<file path="src/rtl/jedro_1_mtimer.sv">
// RISC-V machine timer: 64-bit mtime/mtimecmp, prescaled tick and a level timer
// interrupt, exposed as a single-cycle memory-mapped slave on the data bus.
module jedro_1_mtimer #(
    parameter int DATA_WIDTH     = 32,
    parameter int PRESCALE_WIDTH = 8
) (
    input  logic                  clk_i,
    input  logic                  rst_i,
    input  logic                  en_i,
    input  logic [3:0]            we_i,
    input  logic [4:0]            addr_i,
    input  logic [DATA_WIDTH-1:0] wdata_i,
    output logic [DATA_WIDTH-1:0] rdata_ro,
    output logic                  rvalid_ro,
    output logic                  err_ro,
    output logic                  timer_irq_ro
);

    // Word index (addr_i[4:2]) of each mapped register.
    typedef enum logic [2:0] {
        REG_MTIME_LO = 3'd0,
        REG_MTIME_HI = 3'd1,
        REG_CMP_LO   = 3'd2,
        REG_CMP_HI   = 3'd3,
        REG_CTRL     = 3'd4
    } reg_idx_e;

    localparam int NUM_BYTES = DATA_WIDTH / 8;

    // Replace only the byte lanes whose write enable is set.
    function automatic logic [DATA_WIDTH-1:0] merge_bytes(
        input logic [DATA_WIDTH-1:0] old_val,
        input logic [DATA_WIDTH-1:0] new_val,
        input logic [3:0]            be
    );
        logic [DATA_WIDTH-1:0] res;
        res = old_val;
        for (int b = 0; b < NUM_BYTES; b++) begin
            if (be[b]) res[8*b +: 8] = new_val[8*b +: 8];
        end
        return res;
    endfunction

    logic [63:0]               r_mtime;
    logic [63:0]               r_mtimecmp;
    logic                      r_en;
    logic [PRESCALE_WIDTH-1:0] r_div;
    logic [PRESCALE_WIDTH-1:0] r_pcnt;

    logic                      w_aligned;
    logic [2:0]                w_word;
    logic                      w_mapped;
    logic                      w_is_write;
    logic                      w_wr;
    logic                      w_rd;
    logic                      w_wr_mtime_lo;
    logic                      w_wr_mtime_hi;
    logic                      w_wr_cmp_lo;
    logic                      w_wr_cmp_hi;
    logic                      w_wr_ctrl;
    logic                      w_tick;
    logic [DATA_WIDTH-1:0]     w_ctrl_word;
    logic [DATA_WIDTH-1:0]     w_ctrl_new;
    logic [DATA_WIDTH-1:0]     w_rdata;
    logic [63:0]               w_mtime_nxt;
    logic [63:0]               w_mtimecmp_nxt;
    logic [PRESCALE_WIDTH-1:0] w_pcnt_nxt;

    // Address decode: misaligned offsets fall into the unmapped space.
    assign w_aligned     = (addr_i[1:0] == 2'b00);
    assign w_word        = addr_i[4:2];
    assign w_mapped      = w_aligned && (w_word <= REG_CTRL);
    assign w_is_write    = |we_i;
    assign w_wr          = en_i && w_is_write && w_mapped;
    assign w_rd          = en_i && !w_is_write && w_mapped;
    assign w_wr_mtime_lo = w_wr && (w_word == REG_MTIME_LO);
    assign w_wr_mtime_hi = w_wr && (w_word == REG_MTIME_HI);
    assign w_wr_cmp_lo   = w_wr && (w_word == REG_CMP_LO);
    assign w_wr_cmp_hi   = w_wr && (w_word == REG_CMP_HI);
    assign w_wr_ctrl     = w_wr && (w_word == REG_CTRL);

    // Any CTRL or mtime write steals the tick of its cycle.
    assign w_tick = r_en && (r_pcnt == r_div) && !w_wr_ctrl
                    && !w_wr_mtime_lo && !w_wr_mtime_hi;

    // CTRL as seen on the bus; DIV assumes PRESCALE_WIDTH <= 24.
    always_comb begin
        // NOTE: every always_comb output gets a default first so no path can infer a latch.
        w_ctrl_word                       = '0;
        w_ctrl_word[0]                    = r_en;
        w_ctrl_word[8 +: PRESCALE_WIDTH]  = r_div;
    end

    assign w_ctrl_new = merge_bytes(w_ctrl_word, wdata_i, we_i);

    always_comb begin
        w_pcnt_nxt = r_pcnt;
        if (w_wr_ctrl) begin
            w_pcnt_nxt = '0;
        end else if (r_en) begin
            w_pcnt_nxt = (r_pcnt == r_div) ? '0 : r_pcnt + PRESCALE_WIDTH'(1);
        end
    end

    always_comb begin
        w_mtime_nxt = r_mtime;
        if (w_tick) w_mtime_nxt = r_mtime + 64'd1;
        if (w_wr_mtime_lo) w_mtime_nxt[31:0]  = merge_bytes(r_mtime[31:0], wdata_i, we_i);
        if (w_wr_mtime_hi) w_mtime_nxt[63:32] = merge_bytes(r_mtime[63:32], wdata_i, we_i);
    end

    always_comb begin
        w_mtimecmp_nxt = r_mtimecmp;
        if (w_wr_cmp_lo) w_mtimecmp_nxt[31:0]  = merge_bytes(r_mtimecmp[31:0], wdata_i, we_i);
        if (w_wr_cmp_hi) w_mtimecmp_nxt[63:32] = merge_bytes(r_mtimecmp[63:32], wdata_i, we_i);
    end

    // Reads return pre-update values; writes and unmapped accesses return 0.
    always_comb begin
        w_rdata = '0;
        if (w_rd) begin
            case (w_word)
                REG_MTIME_LO: w_rdata = r_mtime[31:0];
                REG_MTIME_HI: w_rdata = r_mtime[63:32];
                REG_CMP_LO:   w_rdata = r_mtimecmp[31:0];
                REG_CMP_HI:   w_rdata = r_mtimecmp[63:32];
                REG_CTRL:     w_rdata = w_ctrl_word;
                default:      w_rdata = '0;
            endcase
        end
    end

    always_ff @(posedge clk_i) begin
        if (rst_i) begin
            r_mtime      <= '0;
            r_mtimecmp   <= '1;
            r_en         <= 1'b0;
            r_div        <= '0;
            r_pcnt       <= '0;
            rdata_ro     <= '0;
            rvalid_ro    <= 1'b0;
            err_ro       <= 1'b0;
            timer_irq_ro <= 1'b0;
        end else begin
            // NOTE: state uses non-blocking assignments so every register samples pre-edge values.
            r_mtime      <= w_mtime_nxt;
            r_mtimecmp   <= w_mtimecmp_nxt;
            r_pcnt       <= w_pcnt_nxt;
            if (w_wr_ctrl) begin
                r_en  <= w_ctrl_new[0];
                r_div <= w_ctrl_new[8 +: PRESCALE_WIDTH];
            end
            rdata_ro     <= w_rdata;
            rvalid_ro    <= en_i;
            err_ro       <= en_i && !w_mapped;
            timer_irq_ro <= r_en && (r_mtime >= r_mtimecmp);
        end
    end

endmodule

</file>
<file path="config.mk">
export PLATFORM = sky130hd
export DESIGN_NAME = jedro_1_mtimer
export DESIGN_NICKNAME = d
export VERILOG_FILES = /design/src/rtl/jedro_1_mtimer.sv
export SDC_FILE = /design/constraint.sdc
export NUM_CORES = 1
export LEC_CHECK = 0
export BUFFER_PORTS_ARGS = -buffer_cell sky130_fd_sc_hd__buf_2
export CORE_MARGIN = 1.5
export CORE_UTILIZATION = 31
export CTS_CLUSTER_SIZE = 20
export DETAILED_ROUTE_END_ITERATION = 12
export PLACE_DENSITY = 0.51
export SLEW_MARGIN = 5
export SYNTH_ARGS = -nofsm -noshare
export SYNTH_HDL_FRONTEND = slang
export SYNTH_SLANG_ARGS = --single-unit
</file>
<file path="constraint.sdc">
create_clock -name clk_i -period 2.31 [get_ports clk_i]
set_input_delay 0.462 -clock clk_i [delete_from_list [all_inputs] [get_ports clk_i]]
set_output_delay 0.462 -clock clk_i [all_outputs]
set_load 0.02 [all_outputs]
</file>
== Word-level counts from Yosys, hierarchy flattened ==
Index checks and enable logic that the tools add are counted.
Widths: inputs -> output; s select.
Operators by class
  add/subtract/negate cells: 2
  multiply operators: 0
  div/mod/pow operators: 0
  order comparisons: 2
  equal/unequal tests: 13
  shifts and indexed selects: 0
  multiplexer cells: 9
  bitwise operators: 1
  reductions and logical operators: 46
Operator list (count)
  $pmux 32 s5: 1
  $add 64x1->64 const B: 1
  $ge 64x64->1: 1
  $mux 32: 2
  $mux 64: 1
  $mux 8: 5
  $reduce_and 2->1: 18
  $logic_and 1x1->1: 16
  $ne 2x2->1 const B: 8
  $add 8x1->8 const B: 1
  $eq 8x8->1: 1
  $eq 3x2->1 const B: 2
  $logic_not 1->1: 5
  $reduce_bool 2->1: 2
  $reduce_or 2->1: 2
  $reduce_or 4->1: 1
  $eq 3x1->1 const B: 1
  $eq 3x3->1 const B: 1
  $le 3x3->1 const B: 1
  $logic_not 3->1: 1
  $logic_not 2->1: 1
  $not 1->1: 1
Storage, ports and cells
  bits in registers: 180
  latch bits: 0
  memory bits (writable): 0
  ROM bits: 0
  input port bits: 44
  output and inout bits: 35
  memories kept: 0

== Depth between registers and ports, before layout ==
  depth after elaboration: 10
  gate-level depth with buffers: 10
  depth with buffers taken out: 8

== Worst setup path after synthesis ==
No wires, ideal clock.
  path kind: input -> register
  start: input port we_i[3]
  end: register r_mtime[49]
  setup time: 115 ps
  arrival: 2003 ps
  required time: 2195 ps
  setup slack: 192 ps
  stages on the path: 9
  buffers on the path: 3
  cells stage by stage: buf_2 nor4_4 nor3_2 and2_1 buf_4 o21ai_2 buf_2 a21oi_1 o21a_1
Between the ends
  word-level cells in the longest chain between the ends: 10
  elaborated cells between the ends (all ways): 16
  those cells by class: eq/ne: 1; mux: 1; reduce/logical: 14
Ends and longest elaborated chain
  from (decl): RTL line 10  | input logic [3:0] we_i,
  $reduce_or 4->1 (*): RTL line 73  | assign w_is_write = |we_i;
  $logic_and 1x1->1 (*) (2 in a row): RTL line 74  | assign w_wr = en_i && w_is_write && w_mapped;
  $logic_and 1x1->1: RTL line 80  | assign w_wr_ctrl = w_wr && (w_word == REG_CTRL);
  $logic_not 1->1: RTL line 83  | assign w_tick = r_en && (r_pcnt == r_div) && !w_wr_ctrl
  $logic_and 1x1->1: RTL line 83
  $logic_and 1x1->1 (2 in a row): RTL line 84  | && !w_wr_mtime_lo && !w_wr_mtime_hi;
  $reduce_bool 2->1 (no line)
  $reduce_and 2->1 (no line)
  to (signal assigned): RTL line 146  | r_mtime <= w_mtime_nxt;
  to (decl): RTL line 44  | logic [63:0] r_mtime;
Mark *: on every way between the ends. The rest lies on a longest branch, timed or not.
A chain may end at the register's enable or synchronous reset.

== Worst setup path after layout ==
  start: register r_mtimecmp[41]
  end: register timer_irq_ro
Between the ends
  word-level cells in the longest chain between the ends: 2
Ends and longest elaborated chain
  from (decl): RTL line 45  | logic [63:0] r_mtimecmp;
  from (signal assigned): RTL line 147  | r_mtimecmp <= w_mtimecmp_nxt;
  $ge 64x64->1: RTL line 156  | timer_irq_ro <= r_en && (r_mtime >= r_mtimecmp);
  $logic_and 1x1->1: RTL line 156
  to (signal assigned): RTL line 156
  to (decl): RTL line 16  | output logic timer_irq_ro
No other way between the ends.

==> flow_summary.ini <==
[timing]
drv_slew = 0
finalHoldViolations = 0
period_minus_slack_ps = 2260
final-setup-viol-count = 0
tightestPinTransition_ps = 537
skew_ps = 10.3
maxSlewHeadroom = 0.642
whs_ps = 296
fmax_mhz = 442
finalSetupTns_ps = 0
period_share = 0.979
rsz0062_at_grt = yes

[global_routing]
antenna_found_initial = 0
grt_use_total = 0.231
grt_pass1_wl_mm = 64.1
grt_use_met1 = 0.324
grt.busiest_layer = met2
grtUsageMet2 = 0.370
overflow = 0
grt_pass1_vias = 11000
grt_util_met3 = 0.0315
grt_max_degree = 49

[setup_path]
path_buf_inv = 1
worstPathRequired_ps = 2660
cp-end-kind = register
crit_top_cell = or4_4
cp-start-kind = register
max_stage_delay_ps = 600
reg2reg_to = timer_irq_ro$_SDFF_PP0_
path_cells = inv_1, ha_1, nand4_1, or4_4, or4_4, o211ai_1
rr_startpoint = r_mtimecmp[41]$_SDFFE_PP1P_
r2r_setup_slack_ps = 50
worstSetupPathType = register to register
slowest_stage = or4_4
cp_max_fo = 2
reg2regPathDepth = 6
arrival_ps = 2610
crit_family = simple AND/OR/NAND/NOR gates
worstSetupStartpoint = r_mtimecmp[41]$_SDFFE_PP1P_

[routing]
drt_iter0_markers = 792
dr.pass1.iters = 5
wl_mm = 41.7
viasPerCell = 5.56
drc = 0
wire_per_inst_um = 20.3
drtAntennaViolNets = 0
routed-via-count = 11500

[finish]
nets = 1701
area_delta_synth_final_pct = 29.2
drive_gt1_frac = 0.262

[synth]
yosysSeqAreaShare = 0.329
synth_seq_cells = 180
synth_flop_cell = dfxtp_1
ys_async_sr_fraction = 0
synth_edf_count = 0
synth_nets = 1476
ys_types = 86
syn_area_per_cell_um2 = 8.01
netlist_area_um2 = 10900
yosys_warnings = 0
synthCells = 1366

[worst_hold_path]
whs_path_depth = 3
hold_path.class = input pin to register
worstHoldStart = wdata_i[30]
hold_end = r_mtimecmp[62]$_SDFFE_PP1P_

[cts]
cts_hold_buf = 0
cts.htree.levels = 4
cts_root_buffer = clkbuf_16
cts_tree = built
clk_pin_slew_ps = 70
cts_inserted_buffers = 17
clk_latency_ps = 450
cts_max_path_buffers = 2
clock_sinks = 180

[pwr]
total_power_mw = 6.71
ir_worst_vdd_uv = 505
power.leakage_nw = 6.17
power_density_nw_per_um2 = 475

[flow_run]
maxCapViolations = 0

[die]
top_level_ports = 79
rows = 68
die_w_um = 191
initial_core_util = 0.316
coreArea_um2 = 34600
fp.dieArea_um2 = 36400
die_y_um = 191

[run_status]
status = finished clean

[placed_design]
portBuffers = 78
gp_congestion = 0.889
place_hpwl_mm = 31.0
[worst register-to-register path, delay by kind of cell, from the launching register on]
| kind | cells | cell delay (ps) |
|---|---|---|
| adders and majority gates | 1 | 290 |
| buffers and inverters | 1 | 70 |
| and+or+nand+nor | 3 | 1260 |
| AOI/OAI and AO/OA | 1 | 220 |
| DFF | 1 | 340 |
[registers in the layout, indices dropped and copies added (netlist names)]
register      flops
r_mtime          64
r_en              1
rdata_ro         32
err_ro            1
r_mtimecmp       64
rvalid_ro         1
timer_irq_ro      1
r_pcnt            8
r_div             8
[stage by stage]
stage                     setup WS, ps  utilization  cell area (um2)  instances
final                             49.5        0.408            14100       2060
after global routing             -20.7        0.408            14100       2059
after CTS                         5.15        0.401            13900       2052
after global placement            -194        0.382            13200       2020
after floorplan                    192            -            10900       1366
after detailed placement          -208        0.382            13200       2020
[cell families after synthesis]
family	after synthesis	share of synthesized area
AND/OR/NAND/NOR	480	0.231
adder cells (fa/ha/maj)	66	0.0755
AO/OA/AOI/OAI	451	0.280
multiplexers	3	0.00286
XOR/XNOR	15	0.0120
flip-flops	180	0.329
buffers and inverters	171	0.0699
[final cells by class]
| class | instances | area [um2] |
|---|---|---|
| clock inverter | 10 | 146 |
| tap | 455 | 569 |
| multi-input combinational | 1015 | 6780 |
| timing repair buffer | 304 | 2270 |
| inverter | 73 | 274 |
| antenna | 1 | 2.50 |
| clock buffer | 22 | 464 |
| fill | 3577 | 20500 |
| sequential | 180 | 3620 |
[cells in the final DEF, fill, tap and decap left out, drive strengths merged, types with 53 or more instances in the layout]
| master | synthesis | routed |
|---|---|---|
| nand3 | 53 | 53 |
| o21ai | 87 | 87 |
| a21oi | 99 | 99 |
| nand2 | 177 | 177 |
| a22oi | 68 | 68 |
| inv | 73 | 76 |
| ha | 66 | 66 |
| buf | 47 | 304 |
| dfxtp | 180 | 180 |
| o211ai | 68 | 68 |
| nor2 | 64 | 64 |
[where the power goes]
| part | internal (mW) | total, mW | switching (mW) | leakage, nW |
|---|---|---|---|---|
| clock | 1.77 | 3.15 | 1.38 | 0.284 |
| sequential | 3.11 | 3.12 | 0.00649 | 1.46 |
| combinational | 0.154 | 0.446 | 0.292 | 4.43 |
| total | 5.04 | 6.71 | 1.67 | 6.17 |
[how the worst max path moves through the flow]
stage,end,slack [ps],depth (start not counted)
floorplan,r_mtime[49]$_SDFFE_PP0P_,190,9
global placement,r_mtime[39]$_SDFFE_PP0P_,-190,7
detailed placement,r_mtime[39]$_SDFFE_PP0P_,-210,7
CTS,r_mtime[28]$_SDFFE_PP0P_,5,8
global route,r_mtime[58]$_SDFFE_PP0P_,-20,11
finish,timer_irq_ro$_SDFF_PP0_,50,6
[metal layers]
layer	vias up	share of wire
li1	5537	-
met1	5492	0.47
met2	392	0.46
met3	35	0.061
met4	0	0.015
met5	-	0
[cell usage after synthesis (20+ instances only)]
master,n,area share
o21ai_0,62,0.028
nand4_1,40,0.023
a22oi_1,67,0.046
dfxtp_1,180,0.33
clkbuf_1,50,0.017
nor3_1,30,0.014
o21ai_1,20,0.0091
buf_2,33,0.015
nor2_1,63,0.022
inv_1,73,0.025
nand3_1,51,0.023
nand2_1,175,0.060
a211oi_1,22,0.015
ha_1,66,0.075
o211ai_1,68,0.047
and3_1,23,0.013
a21oi_1,97,0.044
[timing repair]
action	CTS	global route
gates resized for setup	9	49
buffers inserted	0	7
setup endpoints to repair	11	44
pin swaps	0	16
No activity file was read; power rests on OpenSTA's default activity.
